`config.mk`:
```
export PLATFORM = sky130hd
export DESIGN_NAME = shadow_chain_rx
export DESIGN_NICKNAME = d
export VERILOG_FILES = /design/src/rtl/shadow_chain_rx.sv
export SDC_FILE = /design/constraint.sdc
export NUM_CORES = 1
export LEC_CHECK = 0
export BUFFER_PORTS_ARGS = -buffer_cell sky130_fd_sc_hd__buf_2
export CORE_MARGIN = 1.5
export CORE_UTILIZATION = 42
export DETAILED_ROUTE_END_ITERATION = 10
export GPL_ROUTABILITY_DRIVEN = 0
export MAX_ROUTING_LAYER = met4
export PLACE_DENSITY = 0.63
export RECOVER_POWER = 50
export SYNTH_ARGS = -nofsm -noshare
export SYNTH_HDL_FRONTEND = slang
export SYNTH_SLANG_ARGS = --single-unit
```
`constraint.sdc`:
```
create_clock -name sh_clk -period 7.4 [get_ports sh_clk]
set_clock_uncertainty 0.15 [all_clocks]
set_input_delay 0.37 -clock sh_clk [delete_from_list [all_inputs] [get_ports sh_clk]]
set_output_delay 0.37 -clock sh_clk [all_outputs]
set_load 0.005 [all_outputs]
```
`src/rtl/shadow_chain_rx.sv`:
```
`default_nettype none
// ============================================================================
//  Module      : shadow_chain_rx
//  Description : Sequentially dumps up to eight serial shadow chains, packs
//                each chain's LSB-first bit stream into WORD_W-bit words
//                tagged with the source chain index, and queues them in a
//                small output FIFO with valid/ready handshake.
//  Revision    : 1.0 - initial release
// ============================================================================
module shadow_chain_rx #(
  parameter int CHAINS     = 5,
  parameter int WORD_W     = 32,
  parameter int FIFO_DEPTH = 4
) (
  input  logic              sh_clk,
  input  logic              sh_rst,
  input  logic              start,
  output logic              busy,
  output logic              done,
  output logic [CHAINS-1:0] dump_en,
  input  logic [CHAINS-1:0] ch_out,
  input  logic [CHAINS-1:0] ch_out_vld,
  input  logic [CHAINS-1:0] ch_out_done,
  output logic [WORD_W-1:0] rd_data,
  output logic [2:0]        rd_chain,
  output logic              rd_vld,
  input  logic              rd_rdy,
  output logic              err_partial
);

  localparam int c_BW = (WORD_W > 1) ? $clog2(WORD_W) : 1;
  localparam int c_AW = (FIFO_DEPTH > 1) ? $clog2(FIFO_DEPTH) : 1;
  localparam int c_EW = WORD_W + 3;
  localparam logic [c_BW-1:0] c_BIT_LAST = c_BW'(WORD_W - 1);
  localparam logic [c_AW:0]   c_DEPTH    = (c_AW + 1)'(FIFO_DEPTH);
  localparam logic [2:0]      c_LAST     = 3'(CHAINS - 1);

  typedef enum logic [1:0] {
    ST_IDLE = 2'd0,
    ST_DUMP = 2'd1,
    ST_ADV  = 2'd2,
    ST_FIN  = 2'd3
  } state_t;

  state_t              r_state;
  state_t              w_state_nxt;
  logic [2:0]          r_idx;
  logic [2:0]          w_idx_nxt;
  logic [c_BW-1:0]     r_bitcnt;
  logic [WORD_W-1:0]   r_shift;
  logic                r_stg_vld;
  logic [WORD_W-1:0]   r_stg_data;
  logic [2:0]          r_stg_chain;
  logic [c_EW-1:0]     r_mem [FIFO_DEPTH];
  logic [c_AW-1:0]     r_wp;
  logic [c_AW-1:0]     r_rp;
  logic [c_AW:0]       r_cnt;
  logic                r_err;

  logic [CHAINS-1:0]   w_sel;
  logic                w_in_dump;
  logic                w_bit_vld;
  logic                w_bit;
  logic                w_chain_done;
  logic                w_full;
  logic                w_empty;
  logic                w_push;
  logic                w_pop;
  logic                w_stg_free;
  logic [WORD_W-1:0]   w_word;
  logic                w_word_last;
  logic [c_BW-1:0]     w_bitcnt_acc;
  logic [WORD_W-1:0]   w_shift_acc;
  logic                w_partial;
  logic                w_partial_take;
  logic                w_done_take;
  logic                w_stg_load;
  logic [WORD_W-1:0]   w_stg_load_data;
  logic [c_EW-1:0]     w_head;

  // Only the selected chain's strobes are ever looked at.
  assign w_sel        = CHAINS'(1) << r_idx;
  assign w_in_dump    = (r_state == ST_DUMP);
  assign w_bit_vld    = w_in_dump && |(ch_out_vld & w_sel);
  assign w_bit        = |(ch_out & w_sel);
  assign w_chain_done = w_in_dump && |(ch_out_done & w_sel);

  assign w_full     = (r_cnt == c_DEPTH);
  assign w_empty    = (r_cnt == '0);
  assign w_push     = r_stg_vld && !w_full;
  assign w_pop      = !w_empty && rd_rdy;
  // Staging can take a new word if it is empty or draining this cycle.
  assign w_stg_free = !r_stg_vld || w_push;

  // Bit acceptance happens first; chain-done then sees the updated count.
  assign w_word       = r_shift | (WORD_W'(w_bit) << r_bitcnt);
  assign w_word_last  = w_bit_vld && (r_bitcnt == c_BIT_LAST);
  assign w_bitcnt_acc = w_bit_vld ? (w_word_last ? '0 : r_bitcnt + 1'b1) : r_bitcnt;
  assign w_shift_acc  = w_bit_vld ? (w_word_last ? '0 : w_word) : r_shift;

  // A partial word waits for a free staging slot; done is a level, so it
  // is simply re-evaluated next cycle.
  assign w_partial       = w_chain_done && (w_bitcnt_acc != '0);
  assign w_partial_take  = w_partial && w_stg_free;
  assign w_done_take     = w_chain_done && (!w_partial || w_stg_free);
  assign w_stg_load      = w_word_last || w_partial_take;
  assign w_stg_load_data = w_word_last ? w_word : w_shift_acc;

  assign w_head      = r_mem[r_rp];
  assign rd_vld      = !w_empty;
  assign rd_data     = w_empty ? '0 : w_head[WORD_W-1:0];
  assign rd_chain    = w_empty ? '0 : w_head[c_EW-1 -: 3];
  assign err_partial = r_err;

  // State and chain index registers.
  always_ff @(posedge sh_clk) begin
    if (sh_rst) begin
      r_state <= ST_IDLE;
      r_idx   <= '0;
    end else begin
      r_state <= w_state_nxt;
      r_idx   <= w_idx_nxt;
    end
  end

  // Next-state decode plus dump enable, busy and done outputs.
  always_comb begin
    w_state_nxt = r_state;
    w_idx_nxt   = r_idx;
    busy        = 1'b1;
    done        = 1'b0;
    dump_en     = '0;
    case (r_state)
      ST_IDLE: begin
        busy = 1'b0;
        if (start) begin
          w_state_nxt = ST_DUMP;
          w_idx_nxt   = '0;
        end
      end
      ST_DUMP: begin
        if (!r_stg_vld && !w_full) begin
          dump_en = w_sel;
        end
        if (w_done_take) begin
          w_state_nxt = ST_ADV;
        end
      end
      ST_ADV: begin
        if (!r_stg_vld) begin
          if (r_idx == c_LAST) begin
            w_state_nxt = ST_FIN;
          end else begin
            w_idx_nxt   = r_idx + 3'd1;
            w_state_nxt = ST_DUMP;
          end
        end
      end
      ST_FIN: begin
        done        = 1'b1;
        w_state_nxt = ST_IDLE;
      end
      default: begin
        w_state_nxt = ST_IDLE;
      end
    endcase
  end

  // Deserializer: shift register is cleared at each word boundary so a
  // partial word comes out zero-padded.
  always_ff @(posedge sh_clk) begin
    if (sh_rst) begin
      r_bitcnt <= '0;
      r_shift  <= '0;
    end else if (r_state == ST_IDLE && start) begin
      r_bitcnt <= '0;
      r_shift  <= '0;
    end else if (w_partial_take) begin
      r_bitcnt <= '0;
      r_shift  <= '0;
    end else begin
      r_bitcnt <= w_bitcnt_acc;
      r_shift  <= w_shift_acc;
    end
  end

  // Single-entry staging register between deserializer and FIFO.
  always_ff @(posedge sh_clk) begin
    if (sh_rst) begin
      r_stg_vld   <= 1'b0;
      r_stg_data  <= '0;
      r_stg_chain <= '0;
    end else if (w_stg_load) begin
      r_stg_vld   <= 1'b1;
      r_stg_data  <= w_stg_load_data;
      r_stg_chain <= r_idx;
    end else if (w_push) begin
      r_stg_vld   <= 1'b0;
    end
  end

  // FIFO storage; contents are qualified by the count so no reset needed.
  always_ff @(posedge sh_clk) begin
    if (w_push) begin
      r_mem[r_wp] <= {r_stg_chain, r_stg_data};
    end
  end

  // FIFO pointers and occupancy.
  always_ff @(posedge sh_clk) begin
    if (sh_rst) begin
      r_wp  <= '0;
      r_rp  <= '0;
      r_cnt <= '0;
    end else begin
      if (w_push) begin
        r_wp <= r_wp + 1'b1;
      end
      if (w_pop) begin
        r_rp <= r_rp + 1'b1;
      end
      case ({w_push, w_pop})
        2'b10:   r_cnt <= r_cnt + 1'b1;
        2'b01:   r_cnt <= r_cnt - 1'b1;
        default: r_cnt <= r_cnt;
      endcase
    end
  end

  // Sticky partial-word flag, cleared only by reset or a new dump.
  always_ff @(posedge sh_clk) begin
    if (sh_rst) begin
      r_err <= 1'b0;
    end else if (r_state == ST_IDLE && start) begin
      r_err <= 1'b0;
    end else if (w_partial_take) begin
      r_err <= 1'b1;
    end
  end

endmodule
`default_nettype wire
```
* Yosys cells after proc, flatten, opt, wreduce, memory -nomap -nowiden
Memory sizes are Yosys's and may differ from the RTL's. A register that Yosys moved wholly into a read port is not among the register bits.
Cells that the tools add are included.
** Storage, ports and cells
- Flip-flop bits (word level) :: 86
- Bits in writable memories :: 140
- Input port bits :: 19
- Output and inout bits :: 44
- Word-level logic and storage cells :: 93
- Memories :: 1
** Memory list
- r_mem :: words 4, width 35, rd ports 1, clocked after memory_dff 1, wr ports 1, RTL line 54 : logic [c_EW-1:0] r_mem [FIFO_DEPTH];
** Operators by class
- Add/sub/neg operators :: 6
- Equality and inequality tests :: 12
- Shift-type cells :: 2
- Muxes and demuxes :: 27
- Bitwise operators :: 4
- Reduce and logical (&&, ||, !) cells :: 30
** Operator list (count)
- two-way mux 32 bit :: 4
- bitwise OR 32 bit :: 1
- left shift 1 x 5 -> 32 bit :: 1
- two-way mux 5 bit :: 4
- bitwise AND 5 bit :: 3
- OR reduction 5 bit :: 3
- two-way mux 2 bit :: 6
- two-way mux 3 bit :: 4
- one-hot mux 3 bit (2 select lines) :: 2
- logical AND 1 bit :: 10
- one-hot mux 2 bit (4 select lines) :: 1
- adder 3 x 1 -> 3 bit, second input constant :: 2
- == test 2 bit, second input constant :: 3
- == test 3 bit, second input constant :: 2
- two-way mux 1 bit :: 6
- != test 2 bit, second input constant :: 3
- nonzero test 2 bit :: 3
- adder 5 x 1 -> 5 bit, second input constant :: 1
- == test 5 bit, second input constant :: 1
- nonzero test 5 bit :: 1
- left shift 1 x 3 -> 5 bit, first input constant :: 1
- adder 2 x 1 -> 2 bit, second input constant :: 2
- == test 2 x 1 -> 1 bit, second input constant :: 2
- zero test 1 bit :: 4
- other kinds (9) :: 11

* Logic depth before layout (Yosys ltp)
Gate-level depths: netlist of the first run.
- Word-level depth :: 14
- Depth in mapped cells :: 11
- Depth with buffers taken out :: 9

* Least setup slack after synthesis of the first run
OpenSTA, ideal clock, no wires.
- Path kind :: flip-flop to flip-flop
- Start :: register r_idx[0]
- End :: register r_stg_data[13]
- Library setup time :: 0.146 ns
- Arrival :: 2.363 ns
- Data required time :: 7.104 ns
- Path slack :: 4.741 ns
- Cell stages (with the launch flop) :: 12
- Path buffers :: 3
- Period minus slack after synthesis :: 2.659 ns
- Path through :: dfxtp_1 > inv_1 > ha_1 > buf_4 > a222oi_1 > o21a_2 > o22ai_1 > o211a_2 > buf_4 > buf_2 > a311oi_1 > a211oi_2
** Between the ends
- Cells in the longest elaborated chain, start to end :: 11
- Elaborated cells between the ends (all ways) :: 21
- Classes of those cells :: shift: 2; mux: 5; bitwise: 4; reduce/logical: 10
** RTL lines
- from (decl) :: RTL line 47 : logic [2:0] r_idx;
- from (signal assigned) :: RTL line 122 : r_idx <= w_idx_nxt;
- left shift 1 x 3 -> 5 bit * :: RTL line 82 : assign w_sel = CHAINS'(1) << r_idx;
- bitwise AND 5 bit :: RTL line 84 : assign w_bit_vld = w_in_dump && |(ch_out_vld & w_sel);
- OR reduction 5 bit :: RTL line 84
- logical AND 1 bit :: RTL line 84
- logical AND 1 bit :: RTL line 97 : assign w_word_last = w_bit_vld && (r_bitcnt == c_BIT_LAST);
- two-way mux 5 bit (2 in a row) :: RTL line 98 : assign w_bitcnt_acc = w_bit_vld ? (w_word_last ? '0 : r_bitcnt + 1'b1) : r_bitcnt;
- nonzero test 5 bit :: RTL line 103 : assign w_partial = w_chain_done && (w_bitcnt_acc != '0);
- logical AND 1 bit :: RTL line 103
- logical AND 1 bit :: RTL line 104 : assign w_partial_take = w_partial && w_stg_free;
- logical OR 1 bit :: RTL line 106 : assign w_stg_load = w_word_last || w_partial_take;
- to (signal assigned) :: RTL line 195 : r_stg_data <= w_stg_load_data;
- to (decl) :: RTL line 52 : logic [WORD_W-1:0] r_stg_data;
Mark *: on every way between the ends. The rest lies on a longest branch, timed or not.
A chain may end at the register's enable or synchronous reset.

* Worst setup path after layout of the first run
- Start :: register r_idx[0]
- End :: register r_shift[19]
** Between the ends
- Cells in the longest elaborated chain, start to end :: 11
- Elaborated cells between the ends (all ways) :: 20
- Classes of those cells :: shift: 2; mux: 4; bitwise: 4; reduce/logical: 10
** RTL lines
- left shift 1 x 3 -> 5 bit * :: RTL line 82
- bitwise AND 5 bit :: RTL line 84
- OR reduction 5 bit :: RTL line 84
- logical AND 1 bit :: RTL line 84
- logical AND 1 bit :: RTL line 97
- two-way mux 5 bit (2 in a row) :: RTL line 98
- nonzero test 5 bit :: RTL line 103
- logical AND 1 bit :: RTL line 103
- logical AND 1 bit :: RTL line 104
- OR reduction 3 bit (no source line)
- to (signal assigned) :: RTL line 183 : r_shift <= w_shift_acc;
- to (decl) :: RTL line 50 : logic [WORD_W-1:0] r_shift;
Marks and branches as above.

==> results.toml, run 1 <==
[outcome]
status = "finished, violations left"
violations = "capacitance limit, slew limit"

[global_route]
grt_max_degree = 67
antenna_found_initial = 0
grt_pass1_vias = 5864
grt-ovfl-total = 0
grt_pass1_wl_mm = 30.71
track_usage_pct = 16.62

[clocking]
clk_pin_slew_ns = 0.06
cts_num_sinks = 228
root_buffer = "clkbuf_16"
cts_tree = "built"
insertion_delay_ns = 0.51
cts_buffers = 25
htreeDepth = 1
post_cts_resized = 0
cts_buffer_depth = 3
cts_hold_buf = 0
post-cts-setup-buffers = 0

[die]
die_h_um = 154.6
ioPinCount = 63
row_count = 55
fp.dieW_um = 154.6
start_util_pct = 42.77
dieArea_um2 = 23900
coreArea_um2 = 22570

[synthesis]
synth_common_cells = "edfxtp_1, dfxtp_1, and2_1"
ys_warn_count = 0
postSynth.asyncResetShare_pct = 0
synth_nets = 725
synth.most_common_cell = "edfxtp_1"
syn_inst = 693
synth_mux_area_share_pct = 8.749
ys_seq_area_share_pct = 61.80
synth_top_cell_area_share_pct = 43.55
netlist_area_um2 = 9653
syn_avg_cell_area_um2 = 13.93
synth-simple-area-share_pct = 9.812
synthXorXnorAreaFrac_pct = 0.5444
synth_compound_area_share_pct = 12.97
synth_cell_types = 59
synthTopCellsByArea = "edfxtp_1, dfxtp_1, mux4_2"
synth_top_family_by_area = "compound AO/OA/AOI/OAI gates"
yosysTopAreaCell = "edfxtp_1"
ys_ff_latch = 228
ys.flop_type = "edfxtp_1"
synth-adder-area-share_pct = 1.763
synth_edf_count = 140

[power]
leakagePower_uw = 0.003956
powerDensity_nw_per_um2 = 240.5
peakVddDrop_mv = 0.1556
total_power_uw = 2638

[critical_path]
path_buf_inv = 2
crit_required_ns = 7.70
r2r_start = "r_idx[0]$_SDFFE_PP0P_"
worstPathCellList = "inv_1 > ha_1 > a222oi_1 > o21a_2 > nor2_2 > mux2i_4 > a31o_2 > buf_4 > and3_1"
r2r_end = "r_shift[19]$_SDFF_PP0_"
reg2reg_slack_ns = 3.26
start_kind = "flop"
crit_type = "reg -> reg"
reg2reg_depth = 9
critical-path-slowest-cell = "mux2i_4"
crit_cells = 9
endpoint_kind = "flop"
endpoint = "r_shift[19]$_SDFF_PP0_"
worst_path_largest_cell_delay_ns = 0.97
critPathArrivalTime_ns = 4.44
cp-startpoint = "r_idx[0]$_SDFFE_PP0P_"
crit_fanout = 66
path_delay_family = "compound AO/OA/AOI/OAI gates"

[timing]
timing.final.crit_share_pct = 55.99
grt_setup_unrepaired = "false"
min_period_ns = 4.143
clock.fmax_mhz = 241.3
setup_viol = 0
slew_violations = 144
slew-limit-headroom_pct = -63.07
whs_ns = 0.1946
hold_viol = 0
max_slew.worst_pin.slew_ns = 2.446
final.setup.tns_ns = 0

[place]
port_buffers = 62
dp_hpwl_mm = 11.26
dp_cells = 998

[layout]
finish.utilization_pct = 48.60
num-nets-final = 772
diodes = 0
layout-drive-gt1-share_pct = 24.11
instances_no_fill = 1044
syn_to_final_growth_pct = 13.64

[detailed_routing]
drtAntennaViolNets = 0
wl_mm = 19.02
vias = 5795
routed_via_density = 5.551
routedWlPerCell_um = 18.21
route.detailed.drc = 0
firstDrtPassIters = 6
drtIter0Drc = 378

[flow_run]
maxCapViolations = 4

[min_path]
hp-class = "in -> reg"
hold_depth = 4
[power breakdown]
part           internal, uW  switching (uW)  leakage (uW)
Clock                   740             469      0.000407
Combinational          27.6            52.2       0.00155
Sequential             1340            6.52       0.00200
Total                  2110             527       0.00396
[layout by cell type (no fill, tap or decap), types with 5 or more instances in the layout]
| cell type | n |
|---|---|
| a211oi_1 | 5 |
| a211oi_2 | 27 |
| a21o_1 | 16 |
| a21oi_1 | 11 |
| a311oi_1 | 32 |
| and2_0 | 5 |
| and2_1 | 42 |
| and3_1 | 34 |
| buf_2 | 60 |
| buf_4 | 6 |
| clkbuf_1 | 11 |
| clkbuf_16 | 25 |
| clkbuf_8 | 5 |
| dfxtp_1 | 87 |
| edfxtp_1 | 140 |
| ha_1 | 12 |
| inv_1 | 45 |
| mux4_2 | 35 |
| nand2_1 | 7 |
| nand2b_1 | 5 |
| nand3_1 | 9 |
| nand4_1 | 5 |
| nor2_1 | 29 |
| nor2b_1 | 5 |
| nor3_1 | 8 |
| nor3b_1 | 6 |
| o21ai_0 | 5 |
| o21bai_1 | 12 |
[cell type report]
cell class / count / area [um2]
fill: 1951 / 11600
inverter: 45 / 168.9
tap: 285 / 356.6
clock buffer: 35 / 713.2
clock inverter: 11 / 108.9
sequential: 228 / 5967
timing repair buffer: 72 / 367.9
multi-input combinational: 368 / 3287
[stage by stage]
step           worst slack, ns  area (um2)
2_1_floorplan            4.741        9653
3_3_place_gp             3.522       10160
3_5_place_dp             3.341       10160
4_1_cts                  3.298       10990
5_1_grt                  3.036       10970
6_report                 3.257       10970
[logic make-up after synthesis]
kind of cell,count (synthesis)
and+or+nand+nor,166
adders and majority gates,13
muxes,40
xor gates and xnor gates,6
buffers and inverters,97
AOI/OAI and AO/OA,143
DFF,228
[flip-flops by register name (all words and copies together) (netlist names), named ones only]
name         flops
r_mem          140
r_shift         32
r_stg_data      32
r_bitcnt         5
r_cnt            3
r_idx            3
r_stg_chain      3
r_rp             2
r_state          2
r_wp             2
err_partial      1
r_stg_vld        1
[routing by layer]
layer	GRT usage, %	up-vias	wire length (um)
met3	2.634	27	957
met4	6.044	0	451
met2	26.75	163	9091
met1	21.39	2862	8514
li1	-	2743	-
met5	-	-	0
[worst min-delay path: stages]
cell     delay, ns
buf_2         0.10
nand2_1       0.06
a21oi_1       0.16
o31a_1        0.13
[worst min-delay path by stage]
stage	from	to	slack, ns
global route	rd_rdy	flop	0.22
floorplan	r_stg_chain[0]$_SDFFE_PP0P_	r_mem[0][32]$_DFFE_PP_	0.30
global placement	err_partial$_SDFFE_PP0P_	err_partial$_SDFFE_PP0P_	0.31
CTS	start	r_state[0]$_SDFFE_PP0P_	0.18
finish	start	r_state[0]$_SDFFE_PP0P_	0.19
detailed placement	err_partial$_SDFFE_PP0P_	err_partial$_SDFFE_PP0P_	0.31
Power figures use the tool's default switching activity.
==> inputs of run 2 (changes only) <==
Clock period 7.4 ns to 4.06 ns, I/O delays scaled along.
==> results.toml, run 2 (same netlist as run 1, synthesis figures left out) <==
[min_path]
worstHoldStart = "start"
hp-class = "in -> reg"

[detailed_routing]
drtIter0Drc = 433
route.detailed.drc = 0
vias = 5861
routed_via_density = 5.582
routedWlPerCell_um = 18.48
firstDrtPassIters = 6
wl_mm = 19.41
drtAntennaViolNets = 0

[critical_path]
reg2reg_slack_ns = 0.30
r2r_start = "r_idx[0]$_SDFFE_PP0P_"
path_delay_family = "compound AO/OA/AOI/OAI gates"
crit_fanout = 58
worstPathCellList = "inv_1 > ha_1 > a222oi_1 > o21ai_2 > nand2_2 > o211a_2 > a31o_2 > buf_4 > a211oi_2"
critical-path-slowest-cell = "a31o_2"
worst_path_largest_cell_delay_ns = 0.96
start_kind = "flop"
endpoint_kind = "flop"
path_buf_inv = 2
cp-startpoint = "r_idx[0]$_SDFFE_PP0P_"
crit_required_ns = 4.26
critPathArrivalTime_ns = 3.97
crit_type = "reg -> reg"

[layout]
final_cell_mix = "edfxtp_1, dfxtp_1, buf_2, inv_1, and2_1"
layout_commonest_cell = "edfxtp_1"
diodes = 0
syn_to_final_growth_pct = 13.74
top_register = "r_mem"
nFillCells = 1933
reg.largest.list = "r_mem (140), r_shift (32), r_stg_data (32)"
layout-drive-gt1-share_pct = 24.84
largest_reg_flops = 140
stdcell_area_um2 = 10980
num-nets-final = 779

[die]
dieArea_um2 = 23900
die_h_um = 154.6
coreArea_um2 = 22570
row_count = 55
fp.dieW_um = 154.6
ioPinCount = 63
start_util_pct = 42.77

[timing]
grt_setup_unrepaired = "false"
min_period_ns = 3.763
slew-limit-headroom_pct = 12.72
final.setup.tns_ns = 0
setup_viol = 0
slew_violations = 0
timing.final.crit_share_pct = 92.69
clock.fmax_mhz = 265.7
max_slew.worst_pin.slew_ns = 1.309
hold_viol = 0

[global_route]
grt_max_degree = 59
antenna_found_initial = 0
track_usage_pct = 17.06
grt_pass1_vias = 5972
grt-ovfl-total = 0
grt_pass1_wl_mm = 31.61

[clocking]
post_cts_resized = 0
clk_pin_slew_ns = 0.06
root_buffer = "clkbuf_16"
post-cts-setup-buffers = 0
cts_buffer_depth = 3
cts_hold_buf = 0
cts_tree = "built"
cts_num_sinks = 228
insertion_delay_ns = 0.51
cts_buffers = 24
htreeDepth = 1

[power]
p_sw_share_pct = 20.10
pwr-share-clk_pct = 44.6
p_sw_uw = 946.3
peakVddDrop_mv = 0.2956
powerDensity_nw_per_um2 = 428.8
seq_power_share_pct = 52.3
leakagePower_uw = 0.003979
pwr-share-comb_pct = 3.2
internal_power_uw = 3762

[place]
place_area_um2 = 10220
port_buffers = 62
dp_hpwl_mm = 12.01

[outcome]
status = "finished, final reports clean"

[flow_run]
maxCapViolations = 0
-- run 2: worst paths after layout --
check / to / cells past startpoint
max: r_stg_data[26]$_SDFFE_PP0P_ / 9
min: r_state[0]$_SDFFE_PP0P_ / 4
max reg2reg: r_stg_data[26]$_SDFFE_PP0P_ / 9
min reg2reg: err_partial$_SDFFE_PP0P_ / 1
-- run 2: power groups by stage --
stage	clock [uW]	combinational, uW	sequential [uW]
after CTS	2140	149	2460
final	2100	149	2460
after global routing	2230	163	2460
after floorplan	0	106	2500
after global placement	0	145	2510
after detailed placement	0	149	2510
-- run 2: metal layers --
metal  part of all wire [%]  global-route usage [%]  up-vias
met2                     47                   27.69      180
met1                     45                   22.33     2902
li1                       -                       -     2745
met3                    5.2                   2.326       34
met5                      0                       -        -
met4                    2.3                   5.449        0
-- run 2: worst reg2reg max path, delay by kind of cell, from the launching register on --
kind	cells	cell delay [ns]
flip-flops	1	0.41
buffers and inverters	2	0.50
AO/OA/AOI/OAI	5	2.03
AND/OR/NAND/NOR	1	0.22
adder cells (fa/ha/maj)	1	0.32
-- run 2: final cells by class --
class / instances / area [um2] / share of cell area (%)
repair buffers: 80 / 431.7 / 3.932
clock inverters: 8 / 61.31 / 0.5584
inverters: 45 / 168.9 / 1.538
clock buffers: 36 / 706.9 / 6.439
well taps: 285 / 356.6 / 3.248
multi-input cells: 368 / 3287 / 29.94
flip-flops and latches: 228 / 5967 / 54.35
-- run 2: metrics by stage --
step	power, uW	worst slack, ns	utilization, %	std cells	hold slack [ns]
floorplan	2610	1.401	-	693	0.3025
global placement	2654	0.5172	45.30	1006	0.3018
detailed placement	2659	0.3173	45.30	1006	0.3027
CTS	4748	0.2909	48.70	1050	0.04076
global route	4856	0.03146	48.64	1050	0.1127
finish	4708	0.2969	48.64	1050	0.07456
